### src/rtl/uart_pkg.sv
// uart_pkg
//   Shared constants for the UART receive path: FSM state encoding, the
//   oversampling ratio and the mid-bit sample point, plus a helper that
//   sizes the tick counter so it can also span a long stop bit.
package uart_pkg;

    localparam logic [2:0] IDLE  = 3'd0;
    localparam logic [2:0] START = 3'd1;
    localparam logic [2:0] DATA  = 3'd2;
    localparam logic [2:0] STOP  = 3'd3;
    localparam logic [2:0] WAIT  = 3'd4;

    localparam int OVERSAMPLE = 16;
    localparam int MID_SAMPLE = 7;

    // Tick counter needs 4 bits for a 16x bit period, more when the stop
    // bit is 1.5 or 2 bit times long.
    function automatic int cnt_width(input int sb_tick);
        int w;
        w = $clog2(sb_tick);
        return (w > 4) ? w : 4;
    endfunction

endpackage

### src/rtl/uart_sync2.sv
// uart_sync2
//   Two-flop synchroniser for a single asynchronous input.
//   Ports:
//     clk      in  system clock
//     reset_n  in  asynchronous active-low reset (both flops load RST_VAL)
//     d        in  asynchronous input
//     q        out synchronised output
module uart_sync2 #(
    parameter logic RST_VAL = 1'b1
) (
    input  logic clk,
    input  logic reset_n,
    input  logic d,
    output logic q
);

    logic meta;

    always_ff @(posedge clk or negedge reset_n) begin
        if (!reset_n) begin
            meta <= RST_VAL;
            q    <= RST_VAL;
        end else begin
            meta <= d;
            q    <= meta;
        end
    end

endmodule

### src/rtl/uart_rx.sv
// uart_rx
//   Serial-to-parallel UART receiver driven by a 16x oversample tick.
//   Finds start + DBIT data (LSB first) + stop, samples each bit mid-period.
//   Ports:
//     clk           in   system clock
//     reset_n       in   asynchronous active-low reset
//     s_tick        in   16x baud enable, one clk wide
//     rx            in   serial line, idle high, asynchronous
//     dout          out  last successfully received word
//     rx_done_tick  out  one-clk strobe, dout updated this cycle
//     frame_err     out  one-clk strobe, stop bit sampled low
//     busy          out  receiver not idle
module uart_rx
    import uart_pkg::*;
#(
    parameter int DBIT    = 8,
    parameter int SB_TICK = 16
) (
    input  logic            clk,
    input  logic            reset_n,
    input  logic            s_tick,
    input  logic            rx,
    output logic [DBIT-1:0] dout,
    output logic            rx_done_tick,
    output logic            frame_err,
    output logic            busy
);

    localparam int SW = cnt_width(SB_TICK);
    localparam int NW = $clog2(DBIT);

    logic            rx_s;
    logic [2:0]      state, state_n;
    logic [SW-1:0]   s, s_n;
    logic [NW-1:0]   n, n_n;
    logic [DBIT-1:0] b, b_n;
    logic [DBIT-1:0] dout_n;
    logic            done_n, ferr_n;

    uart_sync2 #(.RST_VAL(1'b1)) u_sync (
        .clk     (clk),
        .reset_n (reset_n),
        .d       (rx),
        .q       (rx_s)
    );

    always_ff @(posedge clk or negedge reset_n) begin
        if (!reset_n) begin
            state        <= IDLE;
            s            <= '0;
            n            <= '0;
            b            <= '0;
            dout         <= '0;
            rx_done_tick <= 1'b0;
            frame_err    <= 1'b0;
        end else begin
            state        <= state_n;
            s            <= s_n;
            n            <= n_n;
            b            <= b_n;
            dout         <= dout_n;
            rx_done_tick <= done_n;
            frame_err    <= ferr_n;
        end
    end

    // Only IDLE->START and WAIT->IDLE are tick-independent; every other
    // move is gated by s_tick so the frame timing is counted in ticks.
    always_comb begin
        state_n = state;
        s_n     = s;
        n_n     = n;
        b_n     = b;
        dout_n  = dout;
        done_n  = 1'b0;
        ferr_n  = 1'b0;
        case (state)
            IDLE: begin
                if (!rx_s) begin
                    state_n = START;
                    s_n     = '0;
                end
            end
            START: begin
                if (s_tick) begin
                    if (s == SW'(MID_SAMPLE)) begin
                        // Still low at mid start bit: real frame, else a glitch.
                        if (!rx_s) begin
                            state_n = DATA;
                            s_n     = '0;
                            n_n     = '0;
                        end else begin
                            state_n = IDLE;
                        end
                    end else begin
                        s_n = s + 1'b1;
                    end
                end
            end
            DATA: begin
                if (s_tick) begin
                    if (s == SW'(OVERSAMPLE - 1)) begin
                        s_n = '0;
                        b_n = {rx_s, b[DBIT-1:1]};
                        if (n == NW'(DBIT - 1))
                            state_n = STOP;
                        else
                            n_n = n + 1'b1;
                    end else begin
                        s_n = s + 1'b1;
                    end
                end
            end
            STOP: begin
                if (s_tick) begin
                    if (s == SW'(SB_TICK - 1)) begin
                        if (rx_s) begin
                            dout_n  = b;
                            done_n  = 1'b1;
                            state_n = IDLE;
                        end else begin
                            ferr_n  = 1'b1;
                            state_n = WAIT;
                        end
                    end else begin
                        s_n = s + 1'b1;
                    end
                end
            end
            WAIT: begin
                // A held-low line (break) must release before the next frame.
                if (rx_s)
                    state_n = IDLE;
            end
            default: state_n = IDLE;
        endcase
    end

    assign busy = (state != IDLE);

endmodule
### config.mk
export PLATFORM = sky130hd
export DESIGN_NAME = uart_rx
export DESIGN_NICKNAME = d
export VERILOG_FILES = /design/src/rtl/uart_pkg.sv /design/src/rtl/uart_sync2.sv /design/src/rtl/uart_rx.sv
export SDC_FILE = /design/constraint.sdc
export NUM_CORES = 1
export LEC_CHECK = 0
export ABC_CLOCK_PERIOD_IN_PS = 2300
export CAP_MARGIN = 20
export CORE_MARGIN = 2
export CORE_UTILIZATION = 40
export CTS_CLUSTER_SIZE = 14
export DETAILED_ROUTE_END_ITERATION = 12
export DONT_BUFFER_PORTS = 1
export PLACE_DENSITY = 0.6
export REMOVE_ABC_BUFFERS = 1
export SLEW_MARGIN = 20
export SYNTH_ARGS = -nofsm -noshare
export SYNTH_HDL_FRONTEND = slang
export SYNTH_SLANG_ARGS = --single-unit
### constraint.sdc
create_clock -name clk -period 2.3 [get_ports clk]
set_clock_uncertainty 0.05 [all_clocks]
set_input_delay 0.23 -clock clk [delete_from_list [all_inputs] [get_ports clk]]
set_output_delay 0.23 -clock clk [all_outputs]
set_load 0.05 [all_outputs]
==> metrics.csv, run 1 <==
metric,value,unit
reg2reg_to,s[0],
maxSlewViolCount,0,
drt_iter0_markers,22,
path_clk_slew,80,ps
max_freq,0.552,GHz
rr_startpoint,s[0],
cts_hold_buffers,4,
synth_area_leaders,"dfrtp_1 (51%), mux2_2 (15%), dfstp_2 (3.8%)",
layout_common_cells,"dfrtp_1 (28), mux2_2 (18), inv_1 (7), nor3_1 (6)",
grt-ovfl-total,0,
core,0.00334,sq mm
synthCells,111,
yosys_warnings,0,
io_pins,15,
synth_cell_types,34,
synth_top_area_share,50.7,%
power_leakage,0.000742,uW
drv_cap,0,
routed_wl,2430,um
drive_gt1_share,27.7,%
yosysTopAreaCell,dfrtp_1,
grt_pass1_vias,978,
max-clock-path-buffers,2,
synth-seq-cells,30,
fin_crit,1810,ps
rows,21,
cts_resized,0,
grtUsageTotal,14.7,%
vias,880,
setup_viol,0,
path_max_fanout,5,
die_h,62.8,um
seq_area_frac_synth,54.5,%
reg2regPathDepth,5,
die_area,0.00394,sq mm
setup_slack,488,ps
grt_pass1_wl,4490,um
dp.final_hpwl,1780,um
hold_depth,4,
io_buffers,0,
gp_congestion,0.864,
clockRootBuffer,clkbuf_4,
finish.net_count,126,
grt_max_degree,31,
final.period_utilization,78.8,%
relSlewSlack,68.1,%
outcome,"complete, no violations",
syn2layout_area_growth,12.6,%
hold_start,s_tick,
diodes,0,
cts-htree-levels,2,
grt_setup_unrepaired,false,
power_density,883,mW/mm^2
end_kind,flip-flop,
insertion_delay,320,ps
max_slew.worst_pin.slew,477,ps
avgViaCountPerCell,5.33,
vdd_drop_max,0.412,mV
fin_tns_setup,0,ps
syn_avg_cell_area,12.5,sq um
antenna_found_initial,0,
cp.arrival,1970,ps
route.detailed.drc,0,
ant_nets,0,
tritoncts,done,
worstSetupStartpointType,flip-flop,
hp-class,primary input to flip-flop,
reg2reg_slack,490,ps
filler_cell_count,333,
syn_area,0.00138,sq mm
path_class,flip-flop to flip-flop,
worstHoldEndpoint,frame_err,
mostFrequentLayoutCell,dfrtp_1,
postCtsSetupBuffers,0,
wire_per_inst,14.7,um
firstDrtPassIters,5,
die_x,62.8,um
cts.sinks,30,
hold_viol_final,0,
finalPower,1370,uW
pre_cts_slack,508,ps
required,2450,ps
initial_utilization,41.4,%
cts_made_buffers,5,
registers in the layout (all words and copies together), names as in the netlist:
signal        flops
b                 8
dout              8
frame_err         1
n                 3
rx_done_tick      1
s                 4
state             3
u_sync.meta       1
u_sync.q          1
cell families (layout without fill, tap and decap cells):
kind of cell | Yosys count | in the layout | share of synthesized area [%]
DFF | 30 | 30 | 54.5
and+or+nand+nor | 25 | 25 | 12.3
AOI/OAI and AO/OA | 24 | 24 | 12.2
muxes | 18 | 18 | 14.7
buffers and inverters | 10 | 18 | 2.99
adders and majority gates | 3 | 3 | 2.72
xor gates and xnor gates | 1 | 1 | 0.634
cell usage after synthesis:
library cell / n
a211oi_1: 1
nand4b_4: 1
nand2_2: 1
a31oi_1: 1
a311o_1: 1
and3_1: 2
o2111ai_1: 1
a22o_1: 3
nor2b_1: 1
and4_1: 1
inv_1: 7
nand2_1: 5
a311oi_1: 1
and2b_1: 1
buf_2: 3
dfrtp_1: 28
o2bb2ai_1: 2
nand3_1: 1
a21oi_1: 5
nor2_2: 1
o21ai_0: 4
mux2_2: 18
nor3_1: 6
dfstp_2: 2
nor2_1: 3
a221oi_1: 1
nor3_4: 1
xnor2_1: 1
nand3_4: 1
o211ai_1: 1
ha_1: 3
a2bb2oi_1: 1
o22ai_1: 1
o31ai_1: 1
critical path, cell delays in order, from the launching register on:
cell and delay, ps:
dfrtp_1 420, ha_1 280, nand2_2 150, o211ai_1 100, a311o_1 420, mux2_2 270
worst max path at each step:
stage	from	to	slack, ps
3_5_place_dp	s[0]	s[0]	510
6_report	s[0]	s[0]	490
3_3_place_gp	s[0]	s[0]	560
4_1_cts	s[0]	s[0]	490
2_1_floorplan	s[0]	s[0]	620
5_1_grt	s[0]	s[0]	390
cell type report:
type / instances / area (sq um) / share of cell area, %
inverters: 7 / 26.3 / 1.69
well taps: 46 / 57.6 / 3.70
flip-flops and latches: 30 / 753 / 48.4
repair buffers: 4 / 50.0 / 3.22
clock buffers: 6 / 51.3 / 3.30
multi-input cells: 71 / 588 / 37.8
clock inverters: 1 / 30.0 / 1.93
where the power goes:
part	total, uW	internal, uW	switching, uW
clock	418	253	165
sequential	662	573	89.3
combinational	294	130	164
per-layer routing:
metal  global-route usage, %  wire length (um)  up-vias
li1                        -                 -      422
met1                    16.0              1000      432
met2                    25.9              1260       21
met3                    4.32               119        5
met4                    7.50                49        0
met5                       0                 0        -
stage by stage:
stage / area, sq um / std cells / hold WS [ps] / util, %
after floorplan: 1370 / 108 / -116 / -
after global placement: 1430 / 154 / -115 / 42.7
after detailed placement: 1430 / 154 / -115 / 42.7
after CTS: 1560 / 165 / 214 / 46.6
after global routing: 1560 / 165 / 242 / 46.6
final: 1560 / 165 / 240 / 46.6
Note: power is estimated with default switching activity, not from simulation.
==> inputs of run 2 (changes only) <==
- ABC_CLOCK_PERIOD_IN_PS: 2300 -> 1500
- PLACE_DENSITY: 0.6 -> 0.62
- clock period: 2.3 -> 1.5 ns (I/O delays scaled with it)
==> run 2 against run 1 <==
Final cell count is 22% higher. Combinational power grew to 3.0 times the previous value. Core utilization is 11 points higher. Critical path type unchanged. Register-to-register slack worse by 610 ps. Flip-flop and latch count stayed put. The run now ends with negative setup slack left. Worst setup slack worse by 610 ps. Critical path depth stayed put. Largest cell class unchanged.
==> metrics.csv, run 2 (synthesized netlist as in run 1, its figures left out) <==
metric,value,unit
required,1680,ps
path_clk_slew,100,ps
gp_congestion,0.893,
path_delay_family,compound AO/OA/AOI/OAI gates,
finalPower,2390,uW
postLayoutCellArea,0.00193,sq mm
end_kind,flip-flop,
routed_wl,3140,um
diodes,0,
die_x,62.8,um
finish.net_count,162,
vdd_drop_max,0.903,mV
initial_utilization,41.4,%
power_density,1240,mW/mm^2
cp.arrival,1800,ps
grt_setup_unrepaired,true,
place_area,0.00165,sq mm
crit_slowest_cell,dfrtp_1,
crit_start,s[0],
max_freq,0.616,GHz
grt_pass1_wl,5320,um
hold_viol_final,0,
clockRootBuffer,clkbuf_4,
insertion_delay,330,ps
grt_pass1_vias,1140,
seqCellArea,757,sq um
cts_made_buffers,5,
avgViaCountPerCell,5.40,
io_buffers,0,
wire_per_inst,15.5,um
antenna_found_initial,0,
firstDrtPassIters,4,
fin_tns_setup,-681,ps
io_pins,15,
tritoncts,done,
die_area,0.00394,sq mm
layout_common_cells,"buf_4 (31), dfrtp_1 (25), mux2_2 (16), inv_1 (7)",
biggestRegsByFlops,"b x8, dout x8, s x4",
cp_num_buf_inv,0,
core,0.00334,sq mm
max_stage_delay,430,ps
drv_cap,0,
fin_crit,1620,ps
setup_viol,19,
max-clock-path-buffers,2,
route.detailed.drc,0,
drt_iter0_markers,92,
worstSetupStartpointType,flip-flop,
cts-htree-levels,2,
setup_slack,-123,ps
power_leakage,0.000934,uW
hp-class,primary input to asynchronous set/reset pin,
maxSlewViolCount,0,
drive_gt1_share,55.8,%
syn2layout_area_growth,39.5,%
cts.sinks,30,
path_max_fanout,4,
multi_input_area,707,sq um
path_class,flip-flop to flip-flop,
rr_startpoint,s[0],
ant_nets,0,
max_slew.worst_pin.slew,556,ps
final.period_utilization,108,%
reg2reg_slack,-120,ps
vias,1090,
relSlewSlack,62.6,%
grt-ovfl-total,0,
violations,negative setup slack,
grt_max_degree,31,
die_h,62.8,um
grtUsageTotal,17.6,%
filler_cell_count,276,
crit_chain,ha_4 -> nand2_4 -> o211ai_1 -> a311o_1 -> mux2_4,
rows,21,
outcome,finished with violations,
dp.final_hpwl,1970,um
mostFrequentLayoutCell,buf_4,
[run 2: metal layers]
| layer | vias up | GRT usage [%] | wire (um) |
|---|---|---|---|
| met5 | - | 0 | 0 |
| met4 | 0 | 8.89 | 58 |
| met3 | 6 | 5.77 | 175 |
| met2 | 37 | 27.0 | 1570 |
| met1 | 543 | 22.1 | 1330 |
| li1 | 504 | - | - |
[run 2: layout make-up]
class	count	area share, %
clock buffers	6	2.66
flip-flops and latches	30	39.3
repair buffers	38	16.4
clock inverters	2	0.649
inverters	7	1.36
well taps	46	2.99
multi-input cells	73	36.7
[run 2: final timing paths]
path                            end  depth (start not counted)
min in group clk               s[2]                          4
setup / recovery               s[0]                          5
setup reg to reg               s[0]                          5
max in group asynchronous  u_sync.q                          2
hold / removal                 n[2]                          2
hold reg to reg            u_sync.q                          0
[run 2: power by group]
part / total (uW) / leakage, uW / internal, uW / switching (uW)
Combinational: 871 / 0.000505 / 444 / 427
Clock: 525 / 0.0000343 / 225 / 300
Sequential: 995 / 0.000394 / 884 / 111
[run 2: repair_timing]
item                                   CTS  global route
endpoints found under the hold margin   32             0
resized for setup                       19             8
pin swaps                                9             9
buffers inserted                         1             3
hold buffers                             4             0
cloned                                   1             1
setup endpoints to repair               24            24
[run 2: stage by stage]
stage | setup WS, ps | util, % | instances | hold slack, ps
after floorplan | -179 | - | 108 | -196
after global routing | -180 | 57.8 | 202 | 193
after detailed placement | -187 | 49.5 | 184 | -195
after CTS | -93.8 | 56.1 | 198 | 178
after global placement | -125 | 49.5 | 184 | -195
final | -123 | 57.8 | 202 | 186
==> inputs of run 3 (changes only) <==
- SLEW_MARGIN: 20 -> not set
==> results of run 3 <==
Same layout as run 2: the final DEF is identical, and so are final timing and power.
